==> src/rtl/serial_subtractor_pkg.sv <==
`default_nettype none
// +----------------------------------------------------------------------+
// | serial_subtractor_pkg                                                |
// | Shared FSM encoding and defaults for the bit-serial subtractor.      |
// | Revision: 1.0                                                        |
// +----------------------------------------------------------------------+
package serial_subtractor_pkg;

  localparam int DEFAULT_WIDTH = 4;

  typedef enum logic [0:0] {
    IDLE = 1'b0,
    RUN  = 1'b1
  } state_t;

endpackage
`default_nettype wire

==> src/rtl/serial_subtractor_full_subtractor.sv <==
`default_nettype none
// +----------------------------------------------------------------------+
// | full_subtractor                                                      |
// | One-bit full subtractor: diff = x - y - bin, with borrow-out.        |
// | Revision: 1.0                                                        |
// +----------------------------------------------------------------------+
module full_subtractor (
  input  logic x,
  input  logic y,
  input  logic bin,
  output logic diff,
  output logic bout
);

  assign diff = x ^ y ^ bin;
  assign bout = (~x & y) | (~(x ^ y) & bin);

endmodule
`default_nettype wire

==> src/rtl/serial_subtractor.sv <==
`default_nettype none
// +----------------------------------------------------------------------+
// | serial_subtractor                                                    |
// | Bit-serial d = a - b - bi, LSB first, one full-subtractor cell.      |
// | Revision: 1.0                                                        |
// +----------------------------------------------------------------------+
module serial_subtractor
  import serial_subtractor_pkg::*;
#(
  parameter int WIDTH = DEFAULT_WIDTH
) (
  input  logic             clk,
  input  logic             rst_n,
  input  logic             start,
  input  logic [WIDTH-1:0] a,
  input  logic [WIDTH-1:0] b,
  input  logic             bi,
  output logic             busy,
  output logic             done,
  output logic [WIDTH-1:0] d,
  output logic             bo,
  output logic             ovf
);

  localparam int CNT_W = $clog2(WIDTH);
  localparam logic [CNT_W-1:0] C_LAST = CNT_W'(WIDTH - 1);
  localparam logic [CNT_W-1:0] C_ONE  = CNT_W'(1);

  state_t           r_state;
  logic [WIDTH-1:0] r_a_sr;
  logic [WIDTH-1:0] r_b_sr;
  logic             r_br;
  logic [CNT_W-1:0] r_cnt;

  logic             w_diff;
  logic             w_borrow;

  full_subtractor u_cell (
    .x    (r_a_sr[0]),
    .y    (r_b_sr[0]),
    .bin  (r_br),
    .diff (w_diff),
    .bout (w_borrow)
  );

  // The minuend register doubles as the result register: each consumed
  // minuend bit frees the MSB slot that receives the new difference bit.
  always_ff @(posedge clk or negedge rst_n) begin
    if (!rst_n) begin
      r_state <= IDLE;
      r_a_sr  <= '0;
      r_b_sr  <= '0;
      r_br    <= 1'b0;
      r_cnt   <= '0;
      busy    <= 1'b0;
      done    <= 1'b0;
      d       <= '0;
      bo      <= 1'b0;
      ovf     <= 1'b0;
    end else begin
      done <= 1'b0;
      case (r_state)
        IDLE: begin
          if (start) begin
            r_a_sr  <= a;
            r_b_sr  <= b;
            r_br    <= bi;
            r_cnt   <= '0;
            busy    <= 1'b1;
            r_state <= RUN;
          end
        end
        RUN: begin
          r_a_sr <= {w_diff, r_a_sr[WIDTH-1:1]};
          r_b_sr <= {1'b0, r_b_sr[WIDTH-1:1]};
          r_br   <= w_borrow;
          r_cnt  <= r_cnt + C_ONE;
          if (r_cnt == C_LAST) begin
            d       <= {w_diff, r_a_sr[WIDTH-1:1]};
            bo      <= w_borrow;
            // Overflow when the borrow into the MSB differs from the borrow out.
            ovf     <= w_borrow ^ r_br;
            done    <= 1'b1;
            busy    <= 1'b0;
            r_state <= IDLE;
          end
        end
        default: r_state <= IDLE;
      endcase
    end
  end

endmodule
`default_nettype wire

==> config.mk <==
export PLATFORM = sky130hd
export DESIGN_NAME = serial_subtractor
export DESIGN_NICKNAME = d
export VERILOG_FILES = /design/src/rtl/serial_subtractor_pkg.sv /design/src/rtl/serial_subtractor_full_subtractor.sv /design/src/rtl/serial_subtractor.sv
export SDC_FILE = /design/constraint.sdc
export NUM_CORES = 1
export LEC_CHECK = 0
export BUFFER_PORTS_ARGS = -buffer_cell sky130_fd_sc_hd__buf_2
export CAP_MARGIN = 15
export CORE_UTILIZATION = 54
export DETAILED_ROUTE_END_ITERATION = 16
export MAX_ROUTING_LAYER = met4
export PLACE_DENSITY_LB_ADDON = 0.08
export SYNTH_ARGS = -nofsm -noshare
export SYNTH_HDL_FRONTEND = slang
export SYNTH_HIERARCHICAL = 1
export SYNTH_SLANG_ARGS = --single-unit
==> constraint.sdc <==
create_clock -name clk -period 1.9 [get_ports clk]
set_input_delay 0.19 -clock clk [delete_from_list [all_inputs] [get_ports clk]]
set_output_delay 0.19 -clock clk [all_outputs]
set_load 0.05 [all_outputs]
# --- Word level (Yosys, flattened, before mapping) ---
# Cells that the tools add are included.
classes:
  mul: 0
  n_eq_ne: 3
  n_div: 0
  addsub: 1
  reduce_logical: 2
  n_bitwise: 9
  mux: 16
  n_shift: 0
  n_lt_le_gt_ge: 0
op_table:
  columns: ["op", "count"]
  rows:
  - ["$pmux W4 S2", 2]
  - ["$mux W4", 2]
  - ["$mux W1", 7]
  - ["$pmux W1 S2", 3]
  - ["$pmux W2 S2", 1]
  - ["$reduce_and A2 Y1", 2]
  - ["$not A1 Y1", 3]
  - ["$xor A1 B1 Y1", 3]
  - ["$add A2 B1 Y2 const B", 1]
  - ["$and A1 B1 Y1", 2]
  - ["$eq A2 B2 Y1 const B", 1]
  - ["$mux W2", 1]
  - ["$ne A2 B1 Y1 const B", 1]
  - ["$ne A2 B2 Y1 const B", 1]
  - ["$or A1 B1 Y1", 1]
totals:
  memories: 0
  latchBits: 0
  reg_bits: 20
  mem_bits_ro: 0
  word_cells: 41
  mem_bits_rw: 0
  output_inout_bits: 8

# --- Logic depth before layout (Yosys ltp) ---
# Gate-level depths: netlist of the first run.
depth:
  word_depth: 5
  ltp_mapped: 5
  ltp_nobuf: 5

# --- Hierarchy ---
# Netlist of the first run, hierarchy kept.
modules_own_cells:
  columns: ["mod", "cells_each", "area_each_um2", "n_inst"]
  rows:
  - ["serial_subtractor", 68, 840.8, 1]
  - ["full_subtractor", 4, 31.3, 1]

# --- Worst setup path after synthesis of the first run ---
# OpenSTA, ideal clock, no wires.
synth_path:
  path_kind: "register to register"
  start: "register r_b_sr[0]"
  end: "register ovf"
  arrival_time_ps: 1165
  path_buffers: 0
  path_slack_ps: 611
  setup_time_ps: 125
  synth_period_minus_slack_ps: 1289
  stages_incl_launch_ff: 6
  path_cell_list: "dfrtp_1 -> inv_1 -> fa_1 -> inv_1 -> xor2_1 -> mux2_2"
synth_via:
  elab_chain_len: 5
  elab_cells_between_ends: 6
synth_rtl:
  columns: ["element", "line_no", "rtl"]
  rows:
  - ["start, declared", "serial_subtractor.sv:31", "logic [WIDTH-1:0] r_b_sr;"]
  - ["start signal, assigned", "serial_subtractor.sv:75", "r_b_sr <= {1'b0, r_b_sr[WIDTH-1:1]};"]
  - ["$xor A1 B1 Y1", "serial_subtractor_full_subtractor.sv:16", "assign bout = (~x & y) | (~(x ^ y) & bin);"]
  - ["$not A1 Y1", "serial_subtractor_full_subtractor.sv:16", null]
  - ["$and A1 B1 Y1", "serial_subtractor_full_subtractor.sv:16", null]
  - ["$or A1 B1 Y1 (*)", "serial_subtractor_full_subtractor.sv:16", null]
  - ["named net w_borrow", "serial_subtractor.sv:36", "logic w_borrow;"]
  - ["$xor A1 B1 Y1 (*)", "serial_subtractor.sv:82", "ovf <= w_borrow ^ r_br;"]
  - ["end signal, assigned", "serial_subtractor.sv:82", null]
  - ["end, declared", "serial_subtractor.sv:22", "output logic ovf"]
# The timed path passes the listed nets; every way through them passes the cells marked *.
# A chain may end at the register's enable or synchronous reset.

# --- Final worst setup path of the first run ---
# Same ends and word-level chain as after synthesis.

==> results.json, run 1 <==
{
  "synthesis.nets": 87,
  "grt_setup_unrepaired": "no",
  "switching_power_uw": 796.5,
  "reg2regPathDepth": 5,
  "rrSetupSlack_ns": 0.52,
  "cp_data_required_time_ns": 2.10,
  "seqPwrFrac_pct": 39.9,
  "worstReg2RegStart": "r_b_sr[0]",
  "postSynthAreaPerCell_um2": 12.11,
  "cts_made_buffers": 3,
  "cellPowerDensity_nw_per_um2": 1800,
  "p_leak_uw": 0.0005417,
  "die_x_um": 42.19,
  "grt_pass1_wl_mm": 2.290,
  "via_per_inst": 5.136,
  "period_needed_ns": 1.378,
  "gp_congestion": 0.6677,
  "grt_antenna_before_repair": 0,
  "p_clk_share_pct": 13.5,
  "grt_max_degree": 23,
  "clk_pin_slew_ns": 0.11,
  "clk_latency_ns": 0.30,
  "setup_viol": 0,
  "firstDrtPassIters": 3,
  "die-area_um2": 1780,
  "synth_flop_cell": "dfrtp_1",
  "final_core_util_pct": 67.94,
  "hold_path_depth": 3,
  "cts-htree-levels": 1,
  "port_buffers": 19,
  "finalPower_uw": 1842,
  "synth.most_common_cell": "dfrtp_1",
  "netlist.area_leader.share_pct": 57.39,
  "path_max_fanout": 3,
  "postRouteAntennaNets": 0,
  "row_count": 14,
  "yosys_warnings": 6,
  "grt_pass1_vias": 502,
  "yosys.area.top_type": "dfrtp_1",
  "critical_path_class": "reg2reg",
  "slew_violations": 0,
  "synthCells": 72,
  "r2r_end": "ovf",
  "totalWireLength_mm": 1.330,
  "ys_top_cells_by_count": "dfrtp_1 (20), mux2i_1 (10), nand2_1 (8), o21ai_0 (8), mux2_2 (6)",
  "first_iter_violations": 5,
  "track_usage_pct": 17.97,
  "hp-class": "in2reg",
  "yosysSeqAreaShare_pct": 57.39,
  "synth_edf_count": 0,
  "max_freq_ghz": 0.7254,
  "wire_per_inst_um": 12.09,
  "tns_ns": 0,
  "post-route-drc-count": 0,
  "num_vias": 565,
  "fin_skew_ns": 0.001804,
  "ys_types": 17,
  "synth_area_um2": 872.1,
  "p_comb_share_pct": 46.6,
  "cts_sinks": 20,
  "dp.final_hpwl_um": 926.9,
  "cp-end-kind": "register",
  "synth_area_leaders": "dfrtp_1 (57%), mux2i_1 (11%), mux2_2 (7.7%)",
  "fp.dieH_um": 42.19,
  "drv_cap": 0,
  "core_area_um2": 1506,
  "status": "finished, final reports clean",
  "layout-drive-gt1-share_pct": 32.98,
  "worstPathArrival_ns": 1.58,
  "async_flop_share_pct": 100.0,
  "switching_share_pct": 43.24,
  "holdPathEnd": "r_b_sr[3]",
  "ctsResizeCount": 0,
  "start_kind": "register",
  "ios": 20,
  "root_buffer": "clkbuf_4",
  "diodes": 0,
  "final-hold-violation-count": 0,
  "layout.nets": 110,
  "worst_slew_pin_slew_ns": 0.4355,
  "hold_start": "b[3]",
  "irDropWorstVdd_mv": 0.9452,
  "min_period_over_period_pct": 72.55,
  "cts_tree": "done",
  "clockBufferDepth": 2,
  "ys_ff_latch": 20,
  "area_growth_pct": 17.36,
  "power.internal_uw": 1045,
  "initial_utilization_pct": 57.89,
  "overflow": 0,
  "max-slew-margin-rel_pct": 70.97
}
## how the worst max path moves through the flow
stage	startpoint	end	slack (ns)	depth (start not counted)
2_1_floorplan	r_b_sr[0]	ovf	0.61	5
3_3_place_gp	r_b_sr[0]	ovf	0.58	5
3_5_place_dp	r_b_sr[0]	ovf	0.53	5
4_1_cts	r_b_sr[0]	ovf	0.51	5
5_1_grt	r_b_sr[0]	ovf	0.45	5
6_report	r_b_sr[0]	ovf	0.52	5
## critical path, cell delays in order, from the launching register on
cell	delay, ns
dfrtp_1	0.37
inv_1	0.07
fa_1	0.42
inv_1	0.10
xor2_1	0.07
mux2_2	0.26
## per-layer routing
metal / track usage, % / routed length, um / part of all wire [%] / vias to the layer above
li1: - / - / - / 286
met1: 23.12 / 651 / 49 / 262
met2: 25.85 / 601 / 45 / 13
met3: 3.879 / 49 / 3.7 / 4
met4: 11.25 / 27 / 2.0 / 0
met5: - / 0 / 0 / -
## final cells by class
class / count / area, um2
Timing Repair Buffer: 21 / 112.6
Tap cell: 16 / 20.02
Inverter: 5 / 18.77
Clock buffer: 4 / 36.28
Fill cell: 119 / 483.0
Multi-Input combinational cell: 44 / 335.3
Sequential cell: 20 / 500.5
## logic make-up after synthesis
logic type / synth area share (%)
AO/OA/AOI/OAI: 6.887
XOR/XNOR: 1.004
adder cells (fa/ha/maj): 5.165
buffers and inverters: 4.161
flip-flops: 57.39
multiplexers: 19.23
AND/OR/NAND/NOR: 6.170
## layout by cell type (no fill, tap or decap)
cell type      count
a21oi_1            1
a22o_1             1
buf_2             19
buf_4              1
clkbuf_4           3
clkbuf_8           1
dfrtp_1           20
dlygate4sd3_1      1
fa_1               1
ha_1               2
inv_1              5
mux2_2             6
mux2i_1           10
nand2_1            8
nand2_2            1
nand2b_1           1
nor2_1             3
o21ai_0            8
o22ai_1            1
xor2_1             1
## flip-flops by register name, indices dropped and copies added, names as in the netlist
signal   flops
bo           1
busy         1
d            4
done         1
ovf          1
r_a_sr       4
r_b_sr       4
r_br         1
r_cnt        2
r_state      1
## per-stage QoR
step                setup slack (ns)  instances  hold WS [ns]  instance area (um2)
global placement              0.5777        105        0.1558                977.2
CTS                           0.5136        110        0.1340                 1023
global route                  0.4487        110        0.1718                 1023
detailed placement            0.5313        105        0.1591                977.2
floorplan                     0.6106         72       -0.1056                872.1
finish                        0.5215        110        0.1401                 1023
## what timing repair did
item / CTS / global route
setup buffers: 0 / 0
hold buffers: 1 / 0
hold endpoints to repair: 20 / 0
## power by group through the flow
stage	logic [uW]	clock network, uW	registers [uW]
floorplan	400	0	1020
global placement	853	0	741
detailed placement	866	0	747
CTS	868	260	737
global route	942	270	760
finish	859	248	734
No activity file was read; power rests on OpenSTA's default activity.
==> run 2: changes to the inputs <==
--- a/config.mk
+++ b/config.mk
@@ -5,9 +5,10 @@
 export SDC_FILE = /design/constraint.sdc
 export NUM_CORES = 1
 export LEC_CHECK = 0
+export ABC_AREA = 1
 export BUFFER_PORTS_ARGS = -buffer_cell sky130_fd_sc_hd__buf_2
 export CAP_MARGIN = 15
-export CORE_UTILIZATION = 54
+export CORE_UTILIZATION = 46
 export DETAILED_ROUTE_END_ITERATION = 16
 export MAX_ROUTING_LAYER = met4
 export PLACE_DENSITY_LB_ADDON = 0.08
==> constraint.sdc (replaced) <==
create_clock -name clk -period 1.2 [get_ports clk]
set_input_delay 0.12 -clock clk [delete_from_list [all_inputs] [get_ports clk]]
set_output_delay 0.12 -clock clk [all_outputs]
set_load 0.05 [all_outputs]
==> run 2 against run 1 <==
Compared with the run above: clock skew rose by 0.00074 ns; wire length rose by 29%; power rose by 72%; count of clock-buffer cells in the layout did not move; worst setup slack got worse by 0.49 ns; cell count rose by 38%; combinational power rose by 87%; first-iteration DRC count rose by 140%; clock power rose by 53%; via count rose by 26%; critical path type unchanged; largest cell class unchanged; largest power group unchanged.
==> results.json, run 2 <==
{
  "netlist.area_leader.share_pct": 54.79,
  "dp.final_hpwl_mm": 1.193,
  "cp-end-kind": "register",
  "synthesis.nets": 115,
  "setup_viol": 0,
  "fp.dieH_um": 46.56,
  "status": "finished, final reports clean",
  "p_clk_share_pct": 12.0,
  "crit_buf_inv": 1,
  "slowest_delay_ns": 0.59,
  "root_buffer": "clkbuf_4",
  "irDropWorstVdd_mv": 1.519,
  "path_max_fanout": 2,
  "ios": 20,
  "min_period_over_period_pct": 97.42,
  "num_vias": 714,
  "post-route-drc-count": 0,
  "finalPower_uw": 3170,
  "synthCells": 100,
  "yosys_warnings": 6,
  "drv_cap": 0,
  "ys_ff_latch": 20,
  "ys_top_cells_by_count": "nand2_1 (42), dfrtp_1 (20), nand3_1 (17), inv_1 (5), buf_6 (3)",
  "cp_common_cell": "nand2_1",
  "via_per_inst": 4.697,
  "stdcell_count": 152,
  "switching_share_pct": 45.96,
  "worst_slew_pin_slew_ns": 0.4399,
  "gp_congestion": 0.7742,
  "postSynthAreaPerCell_um2": 9.134,
  "final_common_cell": "nand2_1",
  "track_usage_pct": 19.78,
  "wire_per_inst_um": 11.28,
  "worstPathArrival_ns": 1.41,
  "final-hold-violation-count": 0,
  "diodes": 0,
  "top_regs": "d: 4 flops, r_a_sr: 4 flops, r_b_sr: 4 flops",
  "power.internal_uw": 1713,
  "max_freq_ghz": 0.8554,
  "slowest_stage": "fa_2",
  "grt_antenna_before_repair": 0,
  "critical_path.cell_chain": "inv_2 -> fa_2 -> nand2_1 -> nand2_1",
  "fin_skew_ns": 0.002543,
  "core_area_um2": 1802,
  "cts_sinks": 20,
  "first_iter_violations": 12,
  "dp.cells": 145,
  "max-slew-margin-rel_pct": 70.67,
  "period_needed_ns": 1.169,
  "clockBufferDepth": 2,
  "synth_area_leaders": "dfrtp_1 (55%), nand2_1 (17%), nand3_1 (9.3%)",
  "overflow": 0,
  "p_leak_uw": 0.0006044,
  "row_count": 15,
  "synth_edf_count": 0,
  "cts_made_buffers": 3,
  "ys_types": 16,
  "die_x_um": 46.56,
  "grt_pass1_vias": 684,
  "yosys.area.top_type": "dfrtp_1",
  "cellPowerDensity_nw_per_um2": 2844,
  "yosysSeqAreaShare_pct": 54.79,
  "start_kind": "register",
  "hp-class": "in2reg",
  "grt_pass1_wl_mm": 2.904,
  "synth_flop_cell": "dfrtp_1",
  "layout_common_cells": "nand2_1 (39), dfrtp_1 (20), buf_2 (19), nand3_1 (16), buf_4 (7)",
  "switching_power_uw": 1457,
  "synth_area_um2": 913.4,
  "postRouteAntennaNets": 0,
  "die-area_um2": 2168,
  "totalWireLength_mm": 1.715,
  "layout-drive-gt1-share_pct": 35.43,
  "firstDrtPassIters": 4,
  "cts-htree-levels": 1,
  "area_growth_pct": 22.05,
  "p_comb_share_pct": 50.9,
  "layout.nets": 143,
  "grt_max_degree": 21,
  "cts_tree": "done",
  "async_flop_share_pct": 100.0,
  "seqPwrFrac_pct": 37.1,
  "critical_path_class": "reg2reg",
  "grt_setup_unrepaired": "yes",
  "path_delay_family": "adder cells",
  "initial_utilization_pct": 50.69,
  "clk_pin_slew_ns": 0.11,
  "slew_violations": 0,
  "port_buffers": 19,
  "synth.most_common_cell": "nand2_1",
  "clk_latency_ns": 0.29,
  "cp_data_required_time_ns": 1.44
}
-- run 2: cell types whose count changed after synthesis, sizes merged, moves of 6 or more --
cell   delta
mux2      -6
nand3    +19
o21ai     -6
nand2    +34
mux2i    -10
-- run 2: area by class of cell --
| cell class | instances | area [um2] |
|---|---|---|
| clock buffers | 4 | 36.28 |
| fillers | 172 | 686.9 |
| inverters | 7 | 31.28 |
| multi-input cells | 69 | 357.8 |
| flip-flops and latches | 20 | 500.5 |
| well taps | 25 | 31.28 |
| repair buffers | 27 | 157.7 |
-- run 2: worst paths after layout --
kind	endpoint	slack, ns	start	cells past startpoint
max	d[3]	0.03	r_br	4
min	r_b_sr[3]	0.06	b[3]	3
max reg2reg	d[3]	0.03	r_br	4
min reg2reg	d[2]	0.49	d[2]	2
max in group asynchronous	d[3]	0.59	rst_n	2
min in group asynchronous	busy	0.30	rst_n	2
-- run 2: metal layers --
layer  track usage (%)  part of all wire (%)  vias to the layer above
li1                  -                     -                      371
met1             25.74                    51                      328
met2             29.72                    46                       13
met3             3.529                   2.3                        2
met4             8.824                  0.70                        0
met5                 -                     0                        -
-- run 2: power groups by stage --
stage	clock network, uW	registers, uW	logic, uW
after floorplan	0	1590	740
final	380	1180	1610
after detailed placement	0	1180	1490
after global routing	427	1210	1790
after CTS	401	1170	1540
after global placement	0	1180	1460
-- run 2: cell families (layout without fill, tap and decap cells) --
group / Yosys count / after routing / synth area share [%]
simple gates: 64 / 64 / 31.10
flops: 20 / 20 / 54.79
buf+inv: 11 / 38 / 7.670
fa+ha+maj: 3 / 3 / 4.931
compound gates: 2 / 2 / 1.506
-- run 2: tightest hold or removal path: cells and delay by family --
kind | cells | cell delay [ns]
and+or+nand+nor | 2 | 0.12
buffers and inverters | 1 | 0.07
-- run 2: stage by stage --
step | utilization, % | cell area (um2) | hold slack (ns) | setup slack [ns] | setup TNS [ns]
detailed placement | 57.64 | 1039 | 0.09353 | -0.03790 | -0.03790
floorplan | - | 913.4 | -0.1756 | 0.07029 | 0
CTS | 60.62 | 1092 | 0.05369 | 0.004647 | 0
finish | 61.88 | 1115 | 0.05596 | 0.03097 | 0
global placement | 57.64 | 1039 | 0.09171 | 0.03290 | 0
global route | 61.88 | 1115 | 0.05667 | -0.02143 | -0.06426
-- run 2: what timing repair did --
action / in CTS / in global routing
endpoints found under the setup margin: 2 / 4
gates cloned: 0 / 0
hold endpoints to repair: 20 / 0
setup buffers: 1 / 1
pin swaps: 0 / 7
hold buffers: 1 / 0
resized for setup: 2 / 7
==> run 3: changes to the inputs <==
--- a/config.mk
+++ b/config.mk
@@ -5,7 +5,7 @@
 export SDC_FILE = /design/constraint.sdc
 export NUM_CORES = 1
 export LEC_CHECK = 0
-export ABC_AREA = 1
+export ABC_AREA = 0
 export BUFFER_PORTS_ARGS = -buffer_cell sky130_fd_sc_hd__buf_2
 export CAP_MARGIN = 15
 export CORE_UTILIZATION = 46
==> run 3 against run 2 <==
Compared with the run above: the flow now finishes with violations (negative setup slack); clock skew grew 0.0030 ns; critical path type unchanged; largest power group unchanged; fmax shrank 7.9%; via count shrank 14%; register-to-register slack lost 0.10 ns.
==> results.json, run 3 (same netlist as run 1, synthesis figures left out) <==
{
  "status": "complete, but fails checks",
  "violations": "negative setup slack",
  "track_usage_pct": 17.99,
  "cellPowerDensity_nw_per_um2": 2888,
  "cts_tree": "done",
  "diodes": 0,
  "switching_power_uw": 1337,
  "row_count": 15,
  "layout_common_cells": "dfrtp_1 (20), buf_2 (19), mux2i_1 (10), nand2_1 (8), o21ai_0 (7)",
  "hp-class": "in2reg",
  "final_common_cell": "dfrtp_1",
  "critical_path.cell_chain": "inv_2 -> fa_2 -> inv_2 -> xor2_1 -> mux2_2",
  "period_needed_ns": 1.269,
  "irDropWorstVdd_mv": 1.389,
  "core_area_um2": 1745,
  "max-slew-margin-rel_pct": 70.33,
  "grt_setup_unrepaired": "yes",
  "final-hold-violation-count": 0,
  "gp_congestion": 0.6728,
  "overflow": 0,
  "fp.dieH_um": 45.54,
  "num_vias": 617,
  "setup_viol": 2,
  "p_clk_share_pct": 12.9,
  "max_freq_ghz": 0.7879,
  "firstDrtPassIters": 3,
  "finalPower_uw": 3136,
  "wire_per_inst_um": 12.23,
  "worstPathArrival_ns": 1.48,
  "clockBufferDepth": 2,
  "totalWireLength_mm": 1.516,
  "die-area_um2": 2074,
  "worst_slew_pin_slew_ns": 0.4451,
  "cts-htree-levels": 1,
  "worstReg2RegStart": "r_br",
  "first_iter_violations": 9,
  "final_core_util_pct": 62.22,
  "rrSetupSlack_ns": -0.07,
  "cp_data_required_time_ns": 1.41,
  "dp.cells": 119,
  "layout-drive-gt1-share_pct": 41.41,
  "post_cts_buffers": 0,
  "clk_latency_ns": 0.31,
  "post-route-drc-count": 0,
  "switching_share_pct": 42.62,
  "postRouteAntennaNets": 0,
  "ios": 20,
  "clk_pin_slew_ns": 0.12,
  "grt_pass1_wl_mm": 2.352,
  "critical_path_class": "reg2reg",
  "reg2regPathDepth": 5,
  "cts_sinks": 20,
  "r2r_end": "ovf",
  "path_max_fanout": 2,
  "stdcell_count": 124,
  "start_kind": "register",
  "grt_max_degree": 23,
  "grt_antenna_before_repair": 0,
  "port_buffers": 19,
  "setup_ws_ns": -0.06915,
  "cp-end-kind": "register",
  "p_leak_uw": 0.0005710,
  "tns_ns": -0.1301,
  "min_period_over_period_pct": 105.8,
  "grt_pass1_vias": 536,
  "slowest_delay_ns": 0.38,
  "root_buffer": "clkbuf_4",
  "slew_violations": 0,
  "drv_cap": 0,
  "critPathCapture": "ovf",
  "fin_skew_ns": 0.005575,
  "top_regs": "d: 4 flops, r_a_sr: 4 flops, r_b_sr: 4 flops",
  "via_per_inst": 4.976,
  "critical_path.startpoint": "r_br",
  "power.internal_uw": 1799,
  "area_growth_pct": 24.53,
  "p_comb_share_pct": 49.9,
  "layout.nets": 115,
  "cp_common_cell": "inv_2",
  "slowest_stage": "dfrtp_1",
  "cts_made_buffers": 3,
  "initial_utilization_pct": 49.96,
  "dp.final_hpwl_mm": 1.024,
  "hold_path_depth": 3,
  "die_x_um": 45.54,
  "seqPwrFrac_pct": 37.2
}
[run 3: power groups by stage]
stage / clock network (uW) / registers, uW / logic, uW
2_1_floorplan: 0 / 1610 / 651
3_3_place_gp: 0 / 1160 / 1510
3_5_place_dp: 0 / 1170 / 1520
4_1_cts: 412 / 1160 / 1560
5_1_grt: 425 / 1200 / 1740
6_report: 404 / 1170 / 1570
[run 3: worst min path at each step]
stage,from,end,slack [ns]
3_5_place_dp,rst_n,busy,0.09
6_report,b[3],r_b_sr[3],0.07
4_1_cts,b[3],r_b_sr[3],0.07
3_3_place_gp,rst_n,busy,0.1
2_1_floorplan,rst_n,bo,-0.18
5_1_grt,b[3],r_b_sr[3],0.09
[run 3: final cells by class]
cell class / instances / area, um2
sequential: 20 / 500.5
inverter: 5 / 18.77
timing repair buffer: 26 / 150.1
tap: 25 / 31.28
clock buffer: 4 / 36.28
fill: 157 / 659.4
multi-input combinational: 44 / 349.1
[run 3: worst max-delay path: cells and delay by family, from the launching register on]
family | cells | cell delay, ns
flip-flops | 1 | 0.38
adder cells (fa/ha/maj) | 1 | 0.37
multiplexers | 1 | 0.25
buffers and inverters | 2 | 0.12
XOR/XNOR | 1 | 0.05
[run 3: layer usage]
metal / GRT usage (%) / vias up / part of all wire (%)
li1: - / 295 / -
met5: - / - / 0
met2: 25.71 / 14 / 47
met1: 21.08 / 302 / 46
met4: 14.55 / 0 / 3.2
met3: 4.762 / 6 / 3.6
[run 3: repair_timing]
action / in CTS / in global routing
hold buffers: 1 / 0
endpoints found under the setup margin: 6 / 8
gates resized for setup: 2 / 4
endpoints found under the hold margin: 20 / 0
pin swaps: 0 / 3
[run 3: per-stage QoR]
step	setup WS (ns)	hold WS, ns	instance area, um2
finish	-0.06915	0.07082	1086
global placement	-0.04332	0.09629	1028
detailed placement	-0.05919	0.09118	1028
global route	-0.1224	0.09107	1086
floorplan	-0.05073	-0.1756	874.6
CTS	-0.07383	0.07334	1079
